File: src/rtl/piece_sched_if.sv
// Handshake bundle between the move scheduler and its neighbours
// (input debounce, active-piece register, board legality logic).
// The master side drives frame/buttons/board flags; the slave side is
// the scheduler, which drives the move strobes and status.
interface piece_sched_if;
  logic        frame;
  logic        req_left;
  logic        req_right;
  logic        req_rot_r;
  logic        req_rot_l;
  logic        req_down;
  logic [4:0]  can_move;
  logic        spawn_ok;
  logic [4:0]  do_move;
  logic        spawn;
  logic        lock;
  logic        game_over;
  logic        busy;
  logic [15:0] pieces;

  modport master (
    output frame, req_left, req_right, req_rot_r, req_rot_l, req_down,
    output can_move, spawn_ok,
    input  do_move, spawn, lock, game_over, busy, pieces
  );

  modport slave (
    input  frame, req_left, req_right, req_rot_r, req_rot_l, req_down,
    input  can_move, spawn_ok,
    output do_move, spawn, lock, game_over, busy, pieces
  );
endinterface

File: src/rtl/piece_sched.sv
// Per-frame Tetris move scheduler: one player action plus one gravity
// step per frame, lock delay, spawn requests and game-over detection.
// Bit order of can_move/do_move: {left, right, rot_r, rot_l, down}.
// Optional feature: define PIECE_SCHED_AUTOREPEAT_EN to build DAS/ARR
// auto-repeat for held left/right; without it lateral moves are
// edge-triggered only and the repeat counters do not exist.
module piece_sched #(
  parameter int GRAVITY_FRAMES   = 48,
  parameter int SOFT_DROP_FRAMES = 2,
  parameter int LOCK_FRAMES      = 30,
  parameter int DAS_FRAMES       = 16,
  parameter int ARR_FRAMES       = 6
) (
  input logic         Clk,
  input logic         Reset,
  piece_sched_if.slave bus
);

  // All frame counters are 8 bits wide; reject values they cannot hold.
  if (GRAVITY_FRAMES > 255 || SOFT_DROP_FRAMES > 255 || LOCK_FRAMES > 255 ||
      DAS_FRAMES > 255 || ARR_FRAMES > 255) begin : g_param_range
    $error("piece_sched: frame parameters must fit 8-bit counters");
  end

  localparam logic [7:0] GRAV_P = 8'(GRAVITY_FRAMES);
  localparam logic [7:0] SOFT_P = 8'(SOFT_DROP_FRAMES);
  localparam logic [7:0] LOCK_P = 8'(LOCK_FRAMES);

  typedef enum logic [3:0] {
    SPAWN, SPAWN_CHK, WAIT, EVAL_ACT, SETTLE_A, EVAL_DOWN, SETTLE_D, LOCK, OVER
  } state_t;

  state_t      state_q, state_d;
  logic        sub_q;        // second-cycle marker for the 2-cycle states
  logic [7:0]  grav_q;
  logic [7:0]  lock_cnt_q;
  logic [15:0] pieces_q;
  logic [3:0]  prev_q;       // {left, right, rot_r, rot_l} at last EVAL_ACT

  logic [3:0]  req;
  logic [3:0]  rise;
  logic        lat_l, lat_r;
  logic        rep_l, rep_r;
  logic [4:0]  act_sel, act_fire;
  logic [7:0]  period;
  logic        grav_due;
  logic [7:0]  lock_inc;
  logic [4:0]  mv_c;
  logic        spawn_c, lock_c;

  assign req      = {bus.req_left, bus.req_right, bus.req_rot_r, bus.req_rot_l};
  assign period   = bus.req_down ? SOFT_P : GRAV_P;
  assign grav_due = (grav_q >= period);
  assign lock_inc = (lock_cnt_q == 8'hFF) ? 8'hFF : lock_cnt_q + 8'd1;

`ifdef PIECE_SCHED_AUTOREPEAT_EN
  localparam logic [7:0] DAS_P = 8'(DAS_FRAMES);
  localparam logic [7:0] ARR_P = 8'(ARR_FRAMES);

  logic [1:0] dir_q, held_dir;   // {left, right}, only one may be set
  logic [7:0] das_q, arr_q, das_n, arr_n;
  logic       rep;

  assign held_dir = {bus.req_left & ~bus.req_right, bus.req_right & ~bus.req_left};

  // Held-direction timing: DAS delay first, then a repeat every ARR frames.
  always_comb begin
    rep   = 1'b0;
    das_n = '0;
    arr_n = '0;
    if (held_dir != 2'b00 && held_dir == dir_q) begin
      if (das_q < DAS_P) begin
        das_n = das_q + 8'd1;
        rep   = (das_n >= DAS_P);
      end else begin
        das_n = das_q;
        arr_n = arr_q + 8'd1;
        rep   = (arr_n >= ARR_P);
        if (rep) arr_n = '0;
      end
    end
  end

  assign rep_l = rep & held_dir[1];
  assign rep_r = rep & held_dir[0];

  // Repeat counters advance once per evaluated frame and restart on spawn.
  always_ff @(posedge Clk) begin
    if (Reset || state_q == SPAWN) begin
      dir_q <= '0;
      das_q <= '0;
      arr_q <= '0;
    end else if (state_q == EVAL_ACT) begin
      dir_q <= held_dir;
      das_q <= das_n;
      arr_q <= arr_n;
    end
  end
`else
  assign rep_l = 1'b0;
  assign rep_r = 1'b0;
`endif

  // Pick this frame's single player action by priority, then gate by legality.
  always_comb begin
    rise    = req & ~prev_q;
    lat_l   = rise[3] | rep_l;
    lat_r   = rise[2] | rep_r;
    act_sel = '0;
    if (rise[1])              act_sel = 5'b00100;
    else if (rise[0])         act_sel = 5'b00010;
    else if (lat_l && !lat_r) act_sel = 5'b10000;
    else if (lat_r && !lat_l) act_sel = 5'b01000;
    act_fire = act_sel & bus.can_move;
  end

  // Next-state and strobe decode.
  always_comb begin
    state_d = state_q;
    mv_c    = '0;
    spawn_c = 1'b0;
    lock_c  = 1'b0;
    unique case (state_q)
      SPAWN: begin
        spawn_c = 1'b1;
        state_d = SPAWN_CHK;
      end
      SPAWN_CHK: if (sub_q) state_d = bus.spawn_ok ? WAIT : OVER;
      WAIT:      if (bus.frame) state_d = EVAL_ACT;
      EVAL_ACT: begin
        mv_c    = act_fire;
        state_d = (act_fire != 5'b0) ? SETTLE_A : EVAL_DOWN;
      end
      SETTLE_A:  if (sub_q) state_d = EVAL_DOWN;
      EVAL_DOWN: begin
        if (bus.can_move[0]) begin
          if (grav_due) begin
            mv_c    = 5'b00001;
            state_d = SETTLE_D;
          end else begin
            state_d = WAIT;
          end
        end else begin
          state_d = (lock_inc >= LOCK_P) ? LOCK : WAIT;
        end
      end
      SETTLE_D:  if (sub_q) state_d = WAIT;
      LOCK: begin
        lock_c  = 1'b1;
        state_d = SPAWN;
      end
      OVER:      state_d = OVER;
      default:   state_d = SPAWN;
    endcase
  end

  // State register plus the phase bit used by the 2-cycle states.
  always_ff @(posedge Clk) begin
    if (Reset) begin
      state_q <= SPAWN;
      sub_q   <= 1'b0;
    end else begin
      state_q <= state_d;
      sub_q   <= (state_d == state_q) ? ~sub_q : 1'b0;
    end
  end

  // Gravity, lock-delay and edge-history bookkeeping; all restart per piece.
  always_ff @(posedge Clk) begin
    if (Reset || state_q == SPAWN) begin
      grav_q     <= '0;
      lock_cnt_q <= '0;
      prev_q     <= '0;
    end else begin
      if (state_q == WAIT && bus.frame && grav_q != 8'hFF)
        grav_q <= grav_q + 8'd1;
      else if (state_q == EVAL_DOWN && bus.can_move[0] && grav_due)
        grav_q <= '0;
      if (state_q == EVAL_DOWN)
        lock_cnt_q <= bus.can_move[0] ? 8'd0 : lock_inc;
      if (state_q == EVAL_ACT)
        prev_q <= req;
    end
  end

  // Locked-piece counter, saturating.
  always_ff @(posedge Clk) begin
    if (Reset)
      pieces_q <= '0;
    else if (state_q == LOCK && pieces_q != 16'hFFFF)
      pieces_q <= pieces_q + 16'd1;
  end

  assign bus.do_move   = Reset ? 5'b0 : mv_c;
  assign bus.spawn     = ~Reset & spawn_c;
  assign bus.lock      = ~Reset & lock_c;
  assign bus.game_over = ~Reset & (state_q == OVER);
  assign bus.busy      = ~Reset & (state_q != WAIT) & (state_q != OVER);
  assign bus.pieces    = Reset ? 16'h0 : pieces_q;

endmodule

File: src/flat_wrapper.sv
// flat-port wrapper written by rule: the top's interface ports become plain ports
module piece_sched_flat 
#(
  parameter int GRAVITY_FRAMES   = 48,
  parameter int SOFT_DROP_FRAMES = 2,
  parameter int LOCK_FRAMES      = 30,
  parameter int DAS_FRAMES       = 16,
  parameter int ARR_FRAMES       = 6
)
  (Clk, Reset, bus_frame, bus_req_left, bus_req_right, bus_req_rot_r, bus_req_rot_l, bus_req_down, bus_can_move, bus_spawn_ok, bus_do_move, bus_spawn, bus_lock, bus_game_over, bus_busy, bus_pieces);
  piece_sched_if bus_i ();
  input logic Clk;
  input logic Reset;
  input wire logic [$bits(bus_i.frame)-1:0] bus_frame;
  input wire logic [$bits(bus_i.req_left)-1:0] bus_req_left;
  input wire logic [$bits(bus_i.req_right)-1:0] bus_req_right;
  input wire logic [$bits(bus_i.req_rot_r)-1:0] bus_req_rot_r;
  input wire logic [$bits(bus_i.req_rot_l)-1:0] bus_req_rot_l;
  input wire logic [$bits(bus_i.req_down)-1:0] bus_req_down;
  input wire logic [$bits(bus_i.can_move)-1:0] bus_can_move;
  input wire logic [$bits(bus_i.spawn_ok)-1:0] bus_spawn_ok;
  output wire logic [$bits(bus_i.do_move)-1:0] bus_do_move;
  output wire logic [$bits(bus_i.spawn)-1:0] bus_spawn;
  output wire logic [$bits(bus_i.lock)-1:0] bus_lock;
  output wire logic [$bits(bus_i.game_over)-1:0] bus_game_over;
  output wire logic [$bits(bus_i.busy)-1:0] bus_busy;
  output wire logic [$bits(bus_i.pieces)-1:0] bus_pieces;
  assign bus_i.frame = bus_frame;
  assign bus_i.req_left = bus_req_left;
  assign bus_i.req_right = bus_req_right;
  assign bus_i.req_rot_r = bus_req_rot_r;
  assign bus_i.req_rot_l = bus_req_rot_l;
  assign bus_i.req_down = bus_req_down;
  assign bus_i.can_move = bus_can_move;
  assign bus_i.spawn_ok = bus_spawn_ok;
  assign bus_do_move = bus_i.do_move;
  assign bus_spawn = bus_i.spawn;
  assign bus_lock = bus_i.lock;
  assign bus_game_over = bus_i.game_over;
  assign bus_busy = bus_i.busy;
  assign bus_pieces = bus_i.pieces;
  piece_sched #(.GRAVITY_FRAMES(GRAVITY_FRAMES), .SOFT_DROP_FRAMES(SOFT_DROP_FRAMES), .LOCK_FRAMES(LOCK_FRAMES), .DAS_FRAMES(DAS_FRAMES), .ARR_FRAMES(ARR_FRAMES)) u_core (.Clk(Clk), .Reset(Reset), .bus(bus_i));
endmodule
File: config.mk
export PLATFORM = sky130hd
export DESIGN_NAME = piece_sched_flat
export DESIGN_NICKNAME = d
export VERILOG_FILES = /design/src/rtl/piece_sched_if.sv /design/src/rtl/piece_sched.sv /design/src/flat_wrapper.sv
export SDC_FILE = /design/constraint.sdc
export NUM_CORES = 1
export LEC_CHECK = 0
export CAP_MARGIN = 40
export CORE_MARGIN = 4
export CORE_UTILIZATION = 54
export DETAILED_ROUTE_END_ITERATION = 7
export PLACE_DENSITY = 0.83
export SLEW_MARGIN = 20
export SYNTH_ARGS = -nofsm -noshare
export SYNTH_HDL_FRONTEND = slang
export SYNTH_SLANG_ARGS = --single-unit
File: constraint.sdc
create_clock -name Clk -period 2.82 [get_ports Clk]
set_clock_uncertainty 0.15 [all_clocks]
set_input_delay 0.282 -clock Clk [delete_from_list [all_inputs] [get_ports Clk]]
set_output_delay 0.282 -clock Clk [all_outputs]
set_load 0.01 [all_outputs]
==> impl_results.md <==
* Antenna violations before repair at 0
* WP data arrival at 2220 ps
* Slew HR at 54.0%
* Final ANT Viol Nets at 0
* GRT Overall Usage at 20.9%
* Worst reg-to-reg path cell count at 6
* Area of the die at 5710 sq um
* Worst Slack Setup Final at 163 ps
* Cell Area, Placed at 2880 sq um
* Wl on met1 at 2.55 mm
* Clk_lat worst skew at 300 ps
* Grt ovf at 0
* Worst vdd rail ir drop at 0.000325 V
* Leading area contributor after synthesis: dfxtp_1
* Synth warnings at 0
* Number of hold buffers added after cts at 0
* Mapped Cells at 317
* DP HPWL at 4.05 mm
* Cells resized by post-CTS repair at 0
* Post-synth EDFFs at 0
* Netlist Area Pre-Place at 2460 sq um
* Worst slack, placed at 297 ps
* Clk slew on worst S/H paths at 80 ps
* Vias at 2413
* Hold/Removal Path Class: flop to flop
* Crit path capture: bus_do_move[0]
* Design area at 3000 sq um
* Vias in the first global route at 2157
* Ys flop type: dfxtp_1
* Die Ht at 75.5 um
* Synth area leaders: dfxtp_1 (33%), nor2_1 (5.9%), a21oi_1 (5.5%)
* Sequential share of the synthesized area at 33.3%
* Worst Setup Start Kind: flop
* Longest Clk Path Bufs at 2
* DR WL met2 at 2.76 mm
* Critical Path RT at 2390 ps
* #FFs+latches synth at 41
* I/O Pins at 39
* Total Routed Length at 5.70 mm
* Area occupied by multi-input gates at 1540 sq um
* Pins Over Slew Limit at 0
* Leakage at 1.09 nW
* Clock Tree Root: clkbuf_8
* Worst path max stage delay at 550 ps
* P_sw at 0.263 mW
* Net Sw Frac at 22.2%
* Actual slew at the worst max-slew pin at 690 ps
* Vias/cell at 6.00
* Slowest cell on crit path: clkdlybuf4s50_1
* Die extent in x at 75.5 um
* Sequential cell area at 821 sq um
* Clock sinks at 41
* FF-to-FF Start: u_core.grav_q[0]
* Final setup vio count at 0
* CP Max Fanout at 9
* Max frequency at 376 MHz
* Setup Buffers After CTS at 0
* DR WL met3 at 311 um
* Crit share post-route at 94.2%
* Min Tclk post-route at 2660 ps
* Asr flop ratio synth at 0%
* Crit. path cell count at 5
* Layout cells sized above 1 at 6.86%
* Commonest non-fill, non-tap cells in the layout: dfxtp_1 (41), nor2_1 (39), clkdlybuf4s50_1 (38), a21oi_1 (27), nand2_1 (24)
* Area Overhead vs Synth at 21.6%
* CTS buffer count at 5
* Setup crit start: u_core.state_q[0]
* Drc violations at 0
* Setup slack, reg-to-reg at 630 ps
* Commonest non-fill, non-tap cell in the layout: dfxtp_1
* WS Path Type: flop to primary output
* Initial cell density of the core at 56.2%
* Top sig layer: met4
* Global-route wire length before repair at 9.41 mm
* PwrDens at 395 nW/um^2
* Synthesized Nets at 337
* Outcome: finished clean
* Fillers at 376
* Largest net degree at the start of global routing at 41
* Top cell family by delay on the critical path: simple AND/OR/NAND/NOR gates
* Nets@finish at 369
* Row cnt at 24
* Crit end category: primary output
* Fin Setup TNS at 0 ps
* Wirelength per Cell at 14.2 um
* Int Pwr at 0.920 mW
* CTS H-Tree Depth at 2
* Reg power frac at 49.9%
* Crit path cell chain: nor2b_2, and3b_1, o211ai_2, nor2_1, clkdlybuf4s50_1
* Yosys top cell area share at 33.3%
* DR iter-0 viols at 212
* Worst R2R End: u_core.grav_q[7]
* I/O Buffers at 38
* # diodes at 0
* Clock power share at 41.3%
* Distinct cells, synth at 55
* Mean area per synthesized cell at 7.77 sq um
* RSZ-0062 raised after global routing: false
* Hold Fails Final Rpt at 0
* GP Congestion at 0.786
* CTS tree: built
* Combinational share of power at 8.7%
* Core box area at 4380 sq um
* Fin Hold WS at 308 ps
* MaxCap Viol Count at 0
* Critical path buffers and inverters at 1
* Drt pass-1 iters at 4
cells by family (layout without fill, tap and decap cells):
logic type	Yosys count	count (layout)	synth area share, %
buffers and inverters	25	58	4.27
muxes	3	3	1.27
and+or+nand+nor	161	161	35.4
adders and majority gates	6	6	3.05
AOI/OAI and AO/OA	66	66	17.4
xor gates and xnor gates	15	15	5.33
DFF	41	41	33.3
through the flow:
step                cells  util (%)  power, mW
floorplan             317         -      0.664
global placement      394      65.7      0.705
detailed placement    394      65.7      0.707
CTS                   402      68.4       1.19
global route          402      68.4       1.23
finish                402      68.4       1.18
tightest hold or removal path, delay by kind of cell (launching register included):
| family | cells | cell delay (ps) |
|---|---|---|
| AO/OA/AOI/OAI | 1 | 50 |
| flip-flops | 1 | 310 |
| AND/OR/NAND/NOR | 1 | 50 |
layer usage:
metal  vias up  track usage [%]
met2        64             34.6
met1      1146             27.1
met4         0             6.60
li1       1195                -
met3         8             4.75
met5         -                0
registers in the layout, indices dropped and copies added, names as in the netlist:
signal and flops:
u_core.grav_q 8, u_core.sub_q 1, u_core.lock_cnt_q 8, u_core.state_q 4, u_core.pieces_q 16, u_core.prev_q 4
synthesized netlist by cell type (all sizes together), types with 2 or more instances:
master and n:
xor2 15, nand3b 3, o21ai 8, a21oi 27, nand4 9, clkbuf 14
buf 4, nor2b 19, ha 6, o22a 2, or4 2, and4b 2
nor3b 2, o211ai 3, and3 10, and2 4, o2111ai 2, nand3 12
or3 4, nor3 18, nor2 39, nand2 24, o21a 2, dfxtp 41
mux2i 2, nand2b 5, inv 7, nand4b 3, a31oi 8, a211oi 3
a311oi 2
layout make-up:
type | instances | share of cell area [%]
clock buffers | 7 | 2.88
multi-input cells | 251 | 51.3
inverters | 7 | 0.877
flip-flops and latches | 41 | 27.4
clock inverters | 1 | 1.00
repair buffers | 43 | 14.4
well taps | 52 | 2.17
power groups by stage:
stage | clock network, mW | registers (mW) | logic, mW
finish | 0.489 | 0.591 | 0.103
global route | 0.526 | 0.591 | 0.115
CTS | 0.497 | 0.590 | 0.104
floorplan | 0 | 0.599 | 0.0649
global placement | 0 | 0.604 | 0.101
detailed placement | 0 | 0.604 | 0.103
worst min-delay path by stage:
stage / from / end / slack, ps / cells after the start
after floorplan: bus_req_left / u_core.prev_q[3] / 270 / 2
after global placement: u_core.prev_q[3] / u_core.prev_q[3] / 290 / 2
after detailed placement: u_core.prev_q[1] / u_core.prev_q[1] / 300 / 2
after CTS: u_core.prev_q[1] / u_core.prev_q[1] / 310 / 2
after global routing: u_core.prev_q[3] / u_core.prev_q[3] / 350 / 2
final: u_core.prev_q[1] / u_core.prev_q[1] / 310 / 2
(Power assumes the default switching activity.)
